===== src/rtl/usr_param_burst_pkg.sv =====
// Shared types for the universal shift register with burst sequencer.
//   usr_op_e    : operation select encoding used on the op port
//   usr_state_e : burst sequencer state
package usr_pkg;

  typedef enum logic [2:0] {
    HOLD  = 3'd0,
    SHR   = 3'd1,
    SHL   = 3'd2,
    LOAD  = 3'd3,
    ROR   = 3'd4,
    ROL   = 3'd5,
    ASR   = 3'd6,
    BURST = 3'd7
  } usr_op_e;

  typedef enum logic {
    IDLE = 1'b0,
    RUN  = 1'b1
  } usr_state_e;

endpackage


===== src/rtl/usr_param_burst_ctrl.sv =====
// Burst shift sequencer: IDLE/RUN FSM plus down-counter.
// Ports:
//   clk, rst      : clock, synchronous active-high reset
//   start         : accepted BURST request (en & !busy & op==BURST)
//   amt           : requested shift count, saturated to WIDTH
//   dir           : burst direction captured at start (0=right, 1=left)
//   busy          : burst in progress
//   done          : one-cycle pulse when a burst finishes (or amt==0 accepted)
//   shift_strobe  : shift the data register this edge
//   shift_dir     : direction captured at start
module usr_burst_ctrl
  import usr_pkg::*;
#(
  parameter int WIDTH = 8,
  parameter int CW    = $clog2(WIDTH) + 1
) (
  input  logic          clk,
  input  logic          rst,
  input  logic          start,
  input  logic [CW-1:0] amt,
  input  logic          dir,
  output logic          busy,
  output logic          done,
  output logic          shift_strobe,
  output logic          shift_dir
);

  usr_state_e    state_q, state_d;
  logic [CW-1:0] cnt_q, cnt_d;
  logic          done_d;
  logic          dir_q, dir_d;
  logic [CW-1:0] amt_sat;

  assign amt_sat = (amt > CW'(WIDTH)) ? CW'(WIDTH) : amt;

  always_ff @(posedge clk) begin
    if (rst) begin
      state_q <= IDLE;
      cnt_q   <= '0;
      done    <= 1'b0;
      dir_q   <= 1'b0;
    end else begin
      state_q <= state_d;
      cnt_q   <= cnt_d;
      done    <= done_d;
      dir_q   <= dir_d;
    end
  end

  always_comb begin
    state_d = state_q;
    cnt_d   = cnt_q;
    done_d  = 1'b0;
    dir_d   = dir_q;
    case (state_q)
      IDLE: begin
        if (start) begin
          cnt_d = amt_sat;
          dir_d = dir;
          // A zero-length burst completes immediately without ever going busy.
          if (amt_sat == '0) done_d = 1'b1;
          else               state_d = RUN;
        end
      end
      RUN: begin
        cnt_d = cnt_q - 1'b1;
        if (cnt_q == CW'(1)) begin
          state_d = IDLE;
          done_d  = 1'b1;
        end
      end
      default: state_d = IDLE;
    endcase
  end

  assign busy         = (state_q == RUN);
  assign shift_strobe = (state_q == RUN);
  assign shift_dir    = dir_q;

endmodule


===== src/rtl/usr_param_burst.sv =====
// Universal shift register with hold, serial shift L/R, parallel load,
// rotate, arithmetic shift and an autonomous multi-cycle burst shift.
// Optional feature macro: USR_PARITY_EN (registered XOR-reduce of q on parity;
// when undefined parity is tied low).
// Ports:
//   clk, rst      : clock, synchronous active-high reset
//   en, op        : operation strobe/select (sampled only when not busy)
//   b             : parallel load data
//   r_in, l_in    : serial fill for right / left shifts
//   amt, dir      : burst count and direction (0=right, 1=left)
//   q             : register contents
//   so_r, so_l    : q[0], q[WIDTH-1]
//   busy, done    : burst in progress / one-cycle burst-finished pulse
//   parity        : ^q when USR_PARITY_EN, else 0
module usr_param_burst
  import usr_pkg::*;
#(
  parameter  int WIDTH = 8,
  localparam int CW    = $clog2(WIDTH) + 1
) (
  input  logic             clk,
  input  logic             rst,
  input  logic             en,
  input  logic [2:0]       op,
  input  logic [WIDTH-1:0] b,
  input  logic             r_in,
  input  logic             l_in,
  input  logic [CW-1:0]    amt,
  input  logic             dir,
  output logic [WIDTH-1:0] q,
  output logic             so_r,
  output logic             so_l,
  output logic             busy,
  output logic             done,
  output logic             parity
);

  logic [WIDTH-1:0] q_next;
  logic             start;
  logic             shift_strobe;
  logic             shift_dir;

  assign start = en && !busy && (usr_op_e'(op) == BURST);

  usr_burst_ctrl #(
    .WIDTH (WIDTH),
    .CW    (CW)
  ) u_ctrl (
    .clk          (clk),
    .rst          (rst),
    .start        (start),
    .amt          (amt),
    .dir          (dir),
    .busy         (busy),
    .done         (done),
    .shift_strobe (shift_strobe),
    .shift_dir    (shift_dir)
  );

  always_comb begin
    q_next = q;
    if (shift_strobe) begin
      // Serial inputs are sampled live on every burst shift.
      if (shift_dir) q_next = {q[WIDTH-2:0], l_in};
      else           q_next = {r_in, q[WIDTH-1:1]};
    end else if (en) begin
      case (usr_op_e'(op))
        HOLD:    q_next = q;
        SHR:     q_next = {r_in, q[WIDTH-1:1]};
        SHL:     q_next = {q[WIDTH-2:0], l_in};
        LOAD:    q_next = b;
        ROR:     q_next = {q[0], q[WIDTH-1:1]};
        ROL:     q_next = {q[WIDTH-2:0], q[WIDTH-1]};
        ASR:     q_next = {q[WIDTH-1], q[WIDTH-1:1]};
        BURST:   q_next = q;
        default: q_next = q;
      endcase
    end
  end

  always_ff @(posedge clk) begin
    if (rst) q <= '0;
    else     q <= q_next;
  end

`ifdef USR_PARITY_EN
  // Registered from q_next so parity always matches the current q.
  always_ff @(posedge clk) begin
    if (rst) parity <= 1'b0;
    else     parity <= ^q_next;
  end
`else
  assign parity = 1'b0;
`endif

  assign so_r = q[0];
  assign so_l = q[WIDTH-1];

endmodule


===== config.mk =====
export PLATFORM = sky130hd
export DESIGN_NAME = usr_param_burst
export DESIGN_NICKNAME = d
export VERILOG_FILES = /design/src/rtl/usr_param_burst_pkg.sv /design/src/rtl/usr_param_burst_ctrl.sv /design/src/rtl/usr_param_burst.sv
export SDC_FILE = /design/constraint.sdc
export NUM_CORES = 1
export LEC_CHECK = 0
export BUFFER_PORTS_ARGS = -buffer_cell sky130_fd_sc_hd__buf_2
export CELL_PAD_IN_SITES_DETAIL_PLACEMENT = 1
export CELL_PAD_IN_SITES_GLOBAL_PLACEMENT = 1
export CORE_MARGIN = 5
export CORE_UTILIZATION = 36
export DETAILED_ROUTE_END_ITERATION = 10
export GPL_TIMING_DRIVEN = 1
export PLACE_DENSITY_LB_ADDON = 0.3
export SLEW_MARGIN = 5
export SYNTH_ARGS = -nofsm -noshare
export SYNTH_HDL_FRONTEND = slang
export SYNTH_HIERARCHICAL = 1
export SYNTH_SLANG_ARGS = --single-unit

===== constraint.sdc =====
create_clock -name clk -period 1.87 [get_ports clk]
set_input_delay 0.0935 -clock clk [delete_from_list [all_inputs] [get_ports clk]]
set_output_delay 0.0935 -clock clk [all_outputs]
set_load 0.01 [all_outputs]

==> results.md, run 1 <==
- Post-synthesis net count: 152
- Final nets: between 150 and 200
- Clock Latency Late Sink: 0.29 ns
- Actual slew at the worst max-slew pin: 0.527 ns
- Uppermost layer routed: met4
- Final Max Tran Viols: 0
- Post-synth top flop: dfxtp_1
- CP max FO: 11
- Largest net degree at the start of global routing: 17
- Worst slack, placed: 0.333 ns
- Area grow syn2layout: 16.3%
- Final worst setup slack: 0.358 ns
- CP Launch Type: register
- # IOs: 34
- Critical Path AT: between 1.5 and 2 ns
- Fin area: between 1000 and 1500 sq um
- Post-DP Area: roughly 1200 sq um
- Register area: between 300 and 400 sq um
- WL final: 2.97 mm
- Mapped cell area: 1080 sq um
- Die height: 64.8 microns
- PostCTS Resize Cnt: 0
- Mean post-synth cell area: 8.37 sq um
- Final ANT Viol Nets: 0
- Post-CTS Setup Inserts: 0
- Core area: 2810 sq um
- Avg Vias per Cell: 5.61
- IO buf count: 32
- Slowest CP cell: dfxtp_1
- Hold Fails Final Rpt: 0
- Multi-input gate area in the final layout: between 600 and 700 sq um
- Ys async rst share: 0%
- MaxCap Viol Count: 0
- Slew headroom: 64.6%
- Crit path max-delay family: flip-flops
- Layout fillers: 373
- FF+latch count, synth: 15
- Tightest hold margin: about 0.054 ns
- CTS Buf Count: 3
- Met2 wire length: about 1.4 mm
- Most common cell in the synthesized netlist: dfxtp_1
- Worst VDD drop: 0.000309 V
- CTS tree: yes
- Delay of the slowest critical-path stage: 0.58 ns
- Area leader, netlist: dfxtp_1
- First-pass GRT wire length: roughly 4.9 mm
- Worst-path cell chain: a211oi_1 -> buf_4 -> or3_1 -> a32o_2
- HP Class: in2reg
- Data required time at the worst endpoint: 2.07 ns
- GP Congestion: 0.858
- Clock root buffer: clkbuf_4
- Detailed Place HPWL: 2.30 mm
- Yosys warns: 6
- Clock buffer depth: 2
- Setup tns final: 0 ns
- H-tree levels: 1
- Clock sinks: 15
- Leak: 0.560 nW
- Die Wd: roughly 65 microns
- Setup Viol. Count Final: 0
- Dominant cells by area after synthesis: dfxtp_1 (28%), a32o_2 (6.3%), a21oi_1 (4.2%), nand2b_1 (4.1%), nor2_1 (3.8%)
- Wire length on met1: 1.44 mm
- Initial antenna violation count: 0
- Hold buffers post-CTS: 0
- Worst Skew: roughly 0.0026 ns
- Syn Inst Count: between 100 and 150
- Fmax: between 600 and 700 MHz
- CTS clk-pin slew, worst paths: 0.09 ns
- Buf/Inv on CP: 1
- DRT iter0 DRCs: 24
- Initial Util: 38.5%
- Layout cells sized above 1: 34.2%
- Wire per inst: about 16 microns
- Worst setup EP type: register
- Grt ovf: 0
- Fin util: 44.8%
- Pwr/cell area: 606 nW/um^2
- Vias in the first global route: 1084
- Synth unique cells: 41
- Final Cycle Share: 80.9%
- Commonest cells in the netlist: dfxtp_1 (15), nor2_1 (11), a21oi_1 (9)
- # rows: 19
- WL met3: roughly 140 microns
- Fin crit period: 1.51 ns
- DR DRC count: 0
- Status: finished, final reports clean
- Post-synth EDFFs: 0
- Via count: 1061
- Setup CP Type: reg2reg
- Seq/Total Area, Yosys: 27.8%
- Die Area: 4190 sq um
- Post-synth top area share: about 28%
- RSZ-0062 raised after global routing: no
- Drt first pass iters: 4
- Global Route Usage Sum: 14.9%
- Ant diodes: 0
[cell families (layout without fill, tap and decap cells)]
group	Yosys count	in the layout	share of synthesized area, %
buf+inv	18	47	9.50
other cells	1	1	0.347
mux	3	3	2.78
flops	15	15	27.8
fa+ha+maj	2	2	2.32
simple gates	56	56	31.5
compound gates	34	34	25.7
[worst min-delay path, delay by kind of cell]
family                 cells  cell delay, ns
buffers and inverters      1            0.08
and+or+nand+nor            1            0.08
muxes                      1            0.06
[final cells by class]
class,count,area share [%]
Multi-Input combinational cell,96,53.9
Sequential cell,15,23.9
Timing Repair Buffer,35,14.5
Tap cell,31,3.09
Inverter,8,2.39
Clock buffer,3,1.79
Clock inverter,1,0.398
[per-layer routing]
layer  global-route usage, %  vias up
met5                       0        -
li1                        -      530
met1                    19.4      504
met4                    4.75        0
met2                    24.0       22
met3                    3.63        5
[flip-flops by register name, indices dropped and copies added, names as in the netlist]
| name | cells |
|---|---|
| q | 8 |
| u_ctrl/cnt_q | 4 |
| u_ctrl/busy | 1 |
| u_ctrl/done | 1 |
| u_ctrl/shift_dir | 1 |
[final timing paths]
| kind | from | endpoint | slack, ns | cells after the start |
|---|---|---|---|---|
| setup / recovery | u_ctrl/busy | q[3] | 0.36 | 4 |
| hold / removal | dir | u_ctrl/shift_dir | 0.05 | 3 |
| setup reg to reg | u_ctrl/busy | q[3] | 0.36 | 4 |
| hold reg to reg | q[4] | q[4] | 0.51 | 1 |
[through the flow]
step	power [mW]	instances
floorplan	0.506	129
global placement	0.569	185
detailed placement	0.575	185
CTS	0.773	189
global route	0.811	189
finish	0.761	189
[cells in the final DEF, fill, tap and decap left out, types with 2 or more instances in the layout]
cell type	n
a21oi_1	9
a221oi_1	2
a31oi_1	2
a32o_2	6
and2b_4	2
and3b_1	2
buf_2	32
buf_4	3
clkbuf_4	3
dfxtp_1	15
ha_1	2
inv_1	8
mux2i_1	3
nand2_1	4
nand2b_1	7
nand3_1	2
nand3b_1	4
nor2_1	11
nor2b_1	3
nor3_1	8
o211ai_1	2
o21ai_0	4
or3_1	6
[power by group]
part | switching [mW] | internal (mW) | leakage (nW) | total (mW)
clock | 0.114 | 0.0797 | 0.0177 | 0.194
sequential | 0.0238 | 0.339 | 0.122 | 0.363
combinational | 0.106 | 0.0977 | 0.420 | 0.204
Note: power is estimated with default switching activity, not from simulation.
==> run 2, diff against run 1 <==
Settings changed: ABC_AREA set to 1, CORE_UTILIZATION 36 to 30.
Clock period 1.87 ns to 1.3 ns, I/O delays scaled along.
==> run 2 against run 1 <==
Critical path depth up 1. Non-clock buffer count grew 5. Utilization down 6.0 points. Die area up 23%. Count of clock-buffer cells in the layout did not move. Highest routed layer unchanged.
==> results.md, run 2 <==
- Status: finished, final reports clean
- CTS tree: yes
- DR DRC count: 0
- Via count: between 1000 and 1500
- Initial antenna violation count: 0
- Clock sinks: 15
- DRT iter0 DRCs: ~50
- Seq/Total Area, Yosys: approximately a quarter
- Most common cell after layout, fill and taps aside: nand2_1
- First-pass GRT wire length: 6.18 mm
- Ys async rst share: 0%
- Cells after DPL: 281
- CP max FO: 15
- Biggest register: q
- Clock buffer depth: 2
- Layout fillers: 538
- Critical Path AT: 1.35 ns
- Vias in the first global route: 1341
- Ant diodes: 0
- Reg power frac: 43.2%
- Fmax: roughly 850 MHz
- Setup Viol. Count Final: 0
- Final Max Tran Viols: 0
- Die Wd: 71.9 microns
- Worst slack, placed: 0.147 ns
- Worst Skew: 0.0104 ns
- Sw power: between 0.4 and 0.5 mW
- Final ANT Viol Nets: 0
- Register-to-Register Path Depth: 5
- Wire per inst: 12.7 microns
- Hold path endpoint: u_ctrl/done
- # rows: 22
- Clock root buffer: clkbuf_8
- Hold Fails Final Rpt: 0
- Die Area: 5180 sq um
- CP Launch Type: register
- HP Class: in2reg
- Global Route Usage Sum: 14.6%
- Flop-to-flop setup slack: between 0.1 and 0.15 ns
- Commonest cells in the netlist: nand2_1 (58), nor2_1 (30), a21oi_1 (23)
- Final Cycle Share: 90.2%
- Dominant cells by area after synthesis: dfxtp_1 (26%), nand2_1 (19%), a21oi_1 (10%), nor2_1 (9.8%), nand3_1 (7.8%)
- Detailed Place HPWL: 2.84 mm
- Non-Filler Instances: 285
- Most common cell in the synthesized netlist: nand2_1
- Area leader, netlist: dfxtp_1
- Yosys warns: 6
- Die height: 71.9 microns
- Leak: 0.730 nW
- Clock power share: a little under a third
- Largest net degree at the start of global routing: 16
- CTS Buf Count: 3
- R2R Path End: q[0]
- Most frequent cells in the layout: nand2_1 (58), buf_2 (32), nor2_1 (30)
- Synth unique cells: 24
- H-tree levels: 1
- Area grow syn2layout: 24.2%
- Hold depth: 2
- Sw frac: 33.1%
- Worst r2r src: u_ctrl/busy
- GP Congestion: 0.764
- Clock Latency Late Sink: 0.25 ns
- Grt ovf: 0
- Pwr/cell area: a little under 900 nW/um^2
- Comb power frac: 25.6%
- IO buf count: 32
- WL final: 3.63 mm
- Mean post-synth cell area: between 5 and 6 sq um
- Data required time at the worst endpoint: ~1.5 ns
- Layout cells sized above 1: 21.5%
- Post-synth top flop: dfxtp_1
- Worst VDD drop: 0.000315 V
- CTS clk-pin slew, worst paths: 0.07 ns
- FF+latch count, synth: 15
- Avg Vias per Cell: 4.79
- Max reg flops: 8
- Setup CP Type: reg2reg
- Hold Startpoint: rst
- Syn Inst Count: 200
- Post-synthesis net count: 223
- Core area: 3690 sq um
- Fin crit period: 1.17 ns
- Post-synth top area share: roughly a quarter
- Multi-input gate area in the final layout: 729 sq um
- Mapped cell area: 1150 sq um
- MaxCap Viol Count: 0
- Worst setup EP type: register
- # IOs: 34
- RSZ-0062 raised after global routing: yes
- Initial Util: 31.2%
- Tightest hold margin: 0.0364 ns
- Post-synth EDFFs: 0
- Drt first pass iters: 4
- Final worst setup slack: 0.127 ns
- Register area: 300 sq um
- P_int: around 0.83 mW
- Biggest regs: q: 8 flops, u_ctrl/cnt_q: 4 flops
- Final nets: 261
run 2: worst max-delay path by stage:
stage / slack [ns] / end / cells past startpoint / startpoint
5_1_grt: -0.005 / q[7] / 7 / u_ctrl/busy
4_1_cts: 0.11 / q[3] / 5 / u_ctrl/busy
3_3_place_gp: 0.16 / q[6] / 5 / u_ctrl/shift_dir
2_1_floorplan: 0.05 / q[7] / 7 / u_ctrl/busy
3_5_place_dp: 0.15 / u_ctrl/cnt_q[3] / 10 / op[1]
6_report: 0.13 / q[0] / 5 / u_ctrl/busy
run 2: cells by family after synthesis:
logic type,after synthesis,share of synthesized area [%]
AOI/OAI and AO/OA,41,17.9
adders and majority gates,2,2.17
buffers and inverters,26,11.0
other,1,0.326
DFF,15,26.1
xor gates and xnor gates,1,0.761
and+or+nand+nor,114,41.7
run 2: worst max-delay path, stage by stage, from the launching register on:
cell,delay (ns)
dfxtp_1,0.39
clkinv_1,0.13
buf_4,0.21
nand2_2,0.15
o21ai_0,0.09
a21oi_1,0.13
run 2: timing repair:
action	in CTS	in global routing
buffers inserted	0	0
endpoints found under the setup margin	0	1
gates resized for setup	0	0
hold buffers	0	0
run 2: power groups by stage:
stage | sequential (mW) | clock [mW] | combinational (mW)
after floorplan | 0.546 | 0 | 0.193
after global placement | 0.546 | 0 | 0.320
after detailed placement | 0.547 | 0 | 0.322
after CTS | 0.537 | 0.400 | 0.324
after global routing | 0.543 | 0.420 | 0.365
final | 0.537 | 0.388 | 0.319
run 2: layout make-up:
type                            instances  share of cell area (%)
Inverter                               19                    5.16
Clock inverter                          1                   0.350
Sequential cell                        15                    21.0
Multi-Input combinational cell        159                    51.0
Tap cell                               48                    4.20
Clock buffer                            3                    2.89
Timing Repair Buffer                   40                    15.4
run 2: layer usage:
layer | share of wire (%) | global-route usage (%) | routed length [microns] | vias up
met5 | 0 | 0 | 0 | -
met4 | 1.2 | 4.38 | 44 | 0
met3 | 3.6 | 2.22 | 131 | 4
met2 | 44 | 22.3 | 1590 | 26
met1 | 51 | 21.0 | 1860 | 616
li1 | - | - | - | 719
run 2: metrics by stage:
step                area (sq um)  power, mW  setup TNS (ns)  util [%]
CTS                         1430       1.26               0      38.8
finish                      1430       1.24               0      38.8
detailed placement          1380      0.870               0      37.5
global route                1430       1.33        -0.00542      38.8
floorplan                   1160      0.739               0         -
global placement            1380      0.867               0      37.5
==> run 3, diff against run 2 <==
Settings changed: SYNTH_HIERARCHICAL 1 to not set.
==> run 3 against run 2 <==
Final area is 5.9% lower. Clock skew is 0.0061 ns lower. Combinational power is 5% lower. Via count is 5.1% lower. Final cell count is 5.6% lower. Sequential power is 0.9% lower. First-iteration DRC count is 3.9% higher. Register-to-register slack worse by 0.03 ns. Critical path type unchanged.
==> results.md, run 3 <==
- Status: finished, final reports clean
- Dominant cells by area after synthesis: dfxtp_1 (28%), nand2_1 (17%), o21ai_0 (9.2%), nor2_1 (8.6%), a21oi_1 (8.3%)
- Clock buffer depth: 2
- Setup Viol. Count Final: 0
- Drt first pass iters: 4
- # rows: 21
- Clock Latency Late Sink: 0.29 ns
- Post-synth top flop: dfxtp_1
- Fin crit period: 1.20 ns
- Final Cycle Share: ~92%
- # IOs: 34
- Final Max Tran Viols: 0
- Avg Vias per Cell: 4.81
- Setup tns final: 0 ns
- WL final: 3.43 mm
- Syn Inst Count: between 150 and 200
- Most common cell after layout, fill and taps aside: nand2_1
- Worst-path cell chain: inv_1 -> ha_1 -> o22ai_1 -> nand2_1 -> a21oi_1
- Area leader, netlist: dfxtp_1
- Tightest hold margin: 0.0891 ns
- Final ANT Viol Nets: 0
- Largest net degree at the start of global routing: 12
- Die height: 70.2 microns
- Flop-to-flop setup slack: 0.1 ns
- RSZ-0062 raised after global routing: no
- Vias in the first global route: 1316
- IO buf count: 32
- Mean post-synth cell area: 5.85 sq um
- Hold Fails Final Rpt: 0
- Post-synth top area share: 27.6%
- Final nets: 247
- Detailed Place HPWL: 2.63 mm
- Critical Path AT: between 1 and 1.5 ns
- MaxCap Viol Count: 0
- Initial antenna violation count: 0
- Seq/Total Area, Yosys: 27.6%
- HP Class: in2reg
- CP max FO: 4
- CTS Buf Count: 3
- Mapped cell area: 1090 sq um
- Delay of the slowest critical-path stage: 0.40 ns
- Post-synthesis net count: between 200 and 250
- Die Area: 4930 sq um
- Commonest cells in the netlist: nand2_1 (49), nor2_1 (25), o21ai_0 (20)
- Global Route Usage Sum: 14.9%
- CP Launch Type: register
- CTS tree: yes
- Max reg flops: 8
- Non-Filler Instances: 269
- Core area: 3420 sq um
- Clock sinks: 15
- Post-synth EDFFs: 0
- CTS clk-pin slew, worst paths: 0.09 ns
- Clock root buffer: clkbuf_4
- Worst setup EP type: register
- Ant diodes: 0
- Worst Skew: approximately 0.0043 ns
- H-tree levels: 1
- Leak: 0.682 nW
- Initial Util: between 30% and 40%
- First-pass GRT wire length: 6.06 mm
- Setup CP Type: reg2reg
- Synth unique cells: 22
- Cells after DPL: 264
- Most common cell in the synthesized netlist: nand2_1
- Fmax: between 800 and 900 MHz
- FF+latch count, synth: 15
- Area grow syn2layout: 23.6%
- Slowest CP cell: dfxtp_1
- DRT iter0 DRCs: 53
- Data required time at the worst endpoint: 1.52 ns
- GP Congestion: 0.747
- Via count: ~1300
- Biggest register: q
- Yosys warns: 0
- Worst r2r src: u_ctrl.cnt_q[0]
- DR DRC count: 0
- Ys async rst share: 0%
- Worst VDD drop: 0.000351 V
- Hold Startpoint: dir
- Die Wd: 70.2 microns
- Layout cells sized above 1: ~22%
- Crit path from: u_ctrl.cnt_q[0]
- Most frequent cells in the layout: nand2_1 (49), buf_2 (32), nor2_1 (25)
- Pwr/cell area: 827 nW/um^2
- Grt ovf: 0
- Biggest regs: q: 8 flops, u_ctrl.cnt_q: 4 flops
- Wire per inst: 12.8 microns
[run 3: logic make-up after synthesis]
logic type | count (synthesis) | synth area share (%)
buffers and inverters | 25 | 10.1
other | 1 | 0.344
DFF | 15 | 27.6
and+or+nand+nor | 101 | 39.4
adders and majority gates | 2 | 2.30
AOI/OAI and AO/OA | 42 | 20.2
[run 3: per-stage QoR]
| step | setup slack, ns | util, % | area, sq um | power, mW |
|---|---|---|---|---|
| 6_report | 0.0996 | 39.4 | 1350 | 1.11 |
| 3_5_place_dp | 0.0956 | 38.3 | 1310 | 0.846 |
| 2_1_floorplan | 0.125 | - | 1090 | 0.721 |
| 4_1_cts | 0.0713 | 39.4 | 1350 | 1.13 |
| 3_3_place_gp | 0.0904 | 38.3 | 1310 | 0.842 |
| 5_1_grt | 0.00757 | 39.4 | 1350 | 1.20 |
[run 3: area by class of cell]
cell class | instances | area, sq um
Clock buffer | 4 | 26.3
Fill cell | 501 | 2070
Inverter | 20 | 75.1
Multi-Input combinational cell | 146 | 678
Sequential cell | 15 | 300
Tap cell | 46 | 57.6
Timing Repair Buffer | 38 | 208
[run 3: layer usage]
| layer | part of all wire (%) | track usage (%) | wire length (microns) | vias to the layer above |
|---|---|---|---|---|
| met4 | 1.1 | 4.47 | 38 | 0 |
| met1 | 51 | 21.2 | 1750 | 592 |
| met2 | 44 | 22.1 | 1510 | 20 |
| met5 | 0 | 0 | 0 | - |
| li1 | - | - | - | 679 |
| met3 | 3.8 | 3.30 | 129 | 4 |
[run 3: worst max-delay path, delay by kind of cell (launching register included)]
kind	cells	cell delay (ns)
AO/OA/AOI/OAI	2	0.28
adder cells (fa/ha/maj)	1	0.30
buffers and inverters	1	0.08
flip-flops	1	0.40
AND/OR/NAND/NOR	1	0.07
[run 3: where the power goes]
group	switching (mW)	internal (mW)	total (mW)	leakage (nW)
combinational	0.186	0.118	0.304	0.544
sequential	0.0411	0.491	0.532	0.123
clock	0.158	0.119	0.277	0.0150
[run 3: repair_timing]
item | CTS | global route
setup buffers | 0 | 0
gates resized for setup | 0 | 1
endpoints found under the setup margin | 0 | 1
endpoints found under the hold margin | 1 | 0
hold buffers | 1 | 0
[run 3: final timing paths]
| check | to | depth (start not counted) |
|---|---|---|
| max | u_ctrl.cnt_q[1] | 5 |
| min | u_ctrl.shift_dir | 3 |
| max reg2reg | u_ctrl.cnt_q[1] | 5 |
| min reg2reg | u_ctrl.cnt_q[1] | 2 |
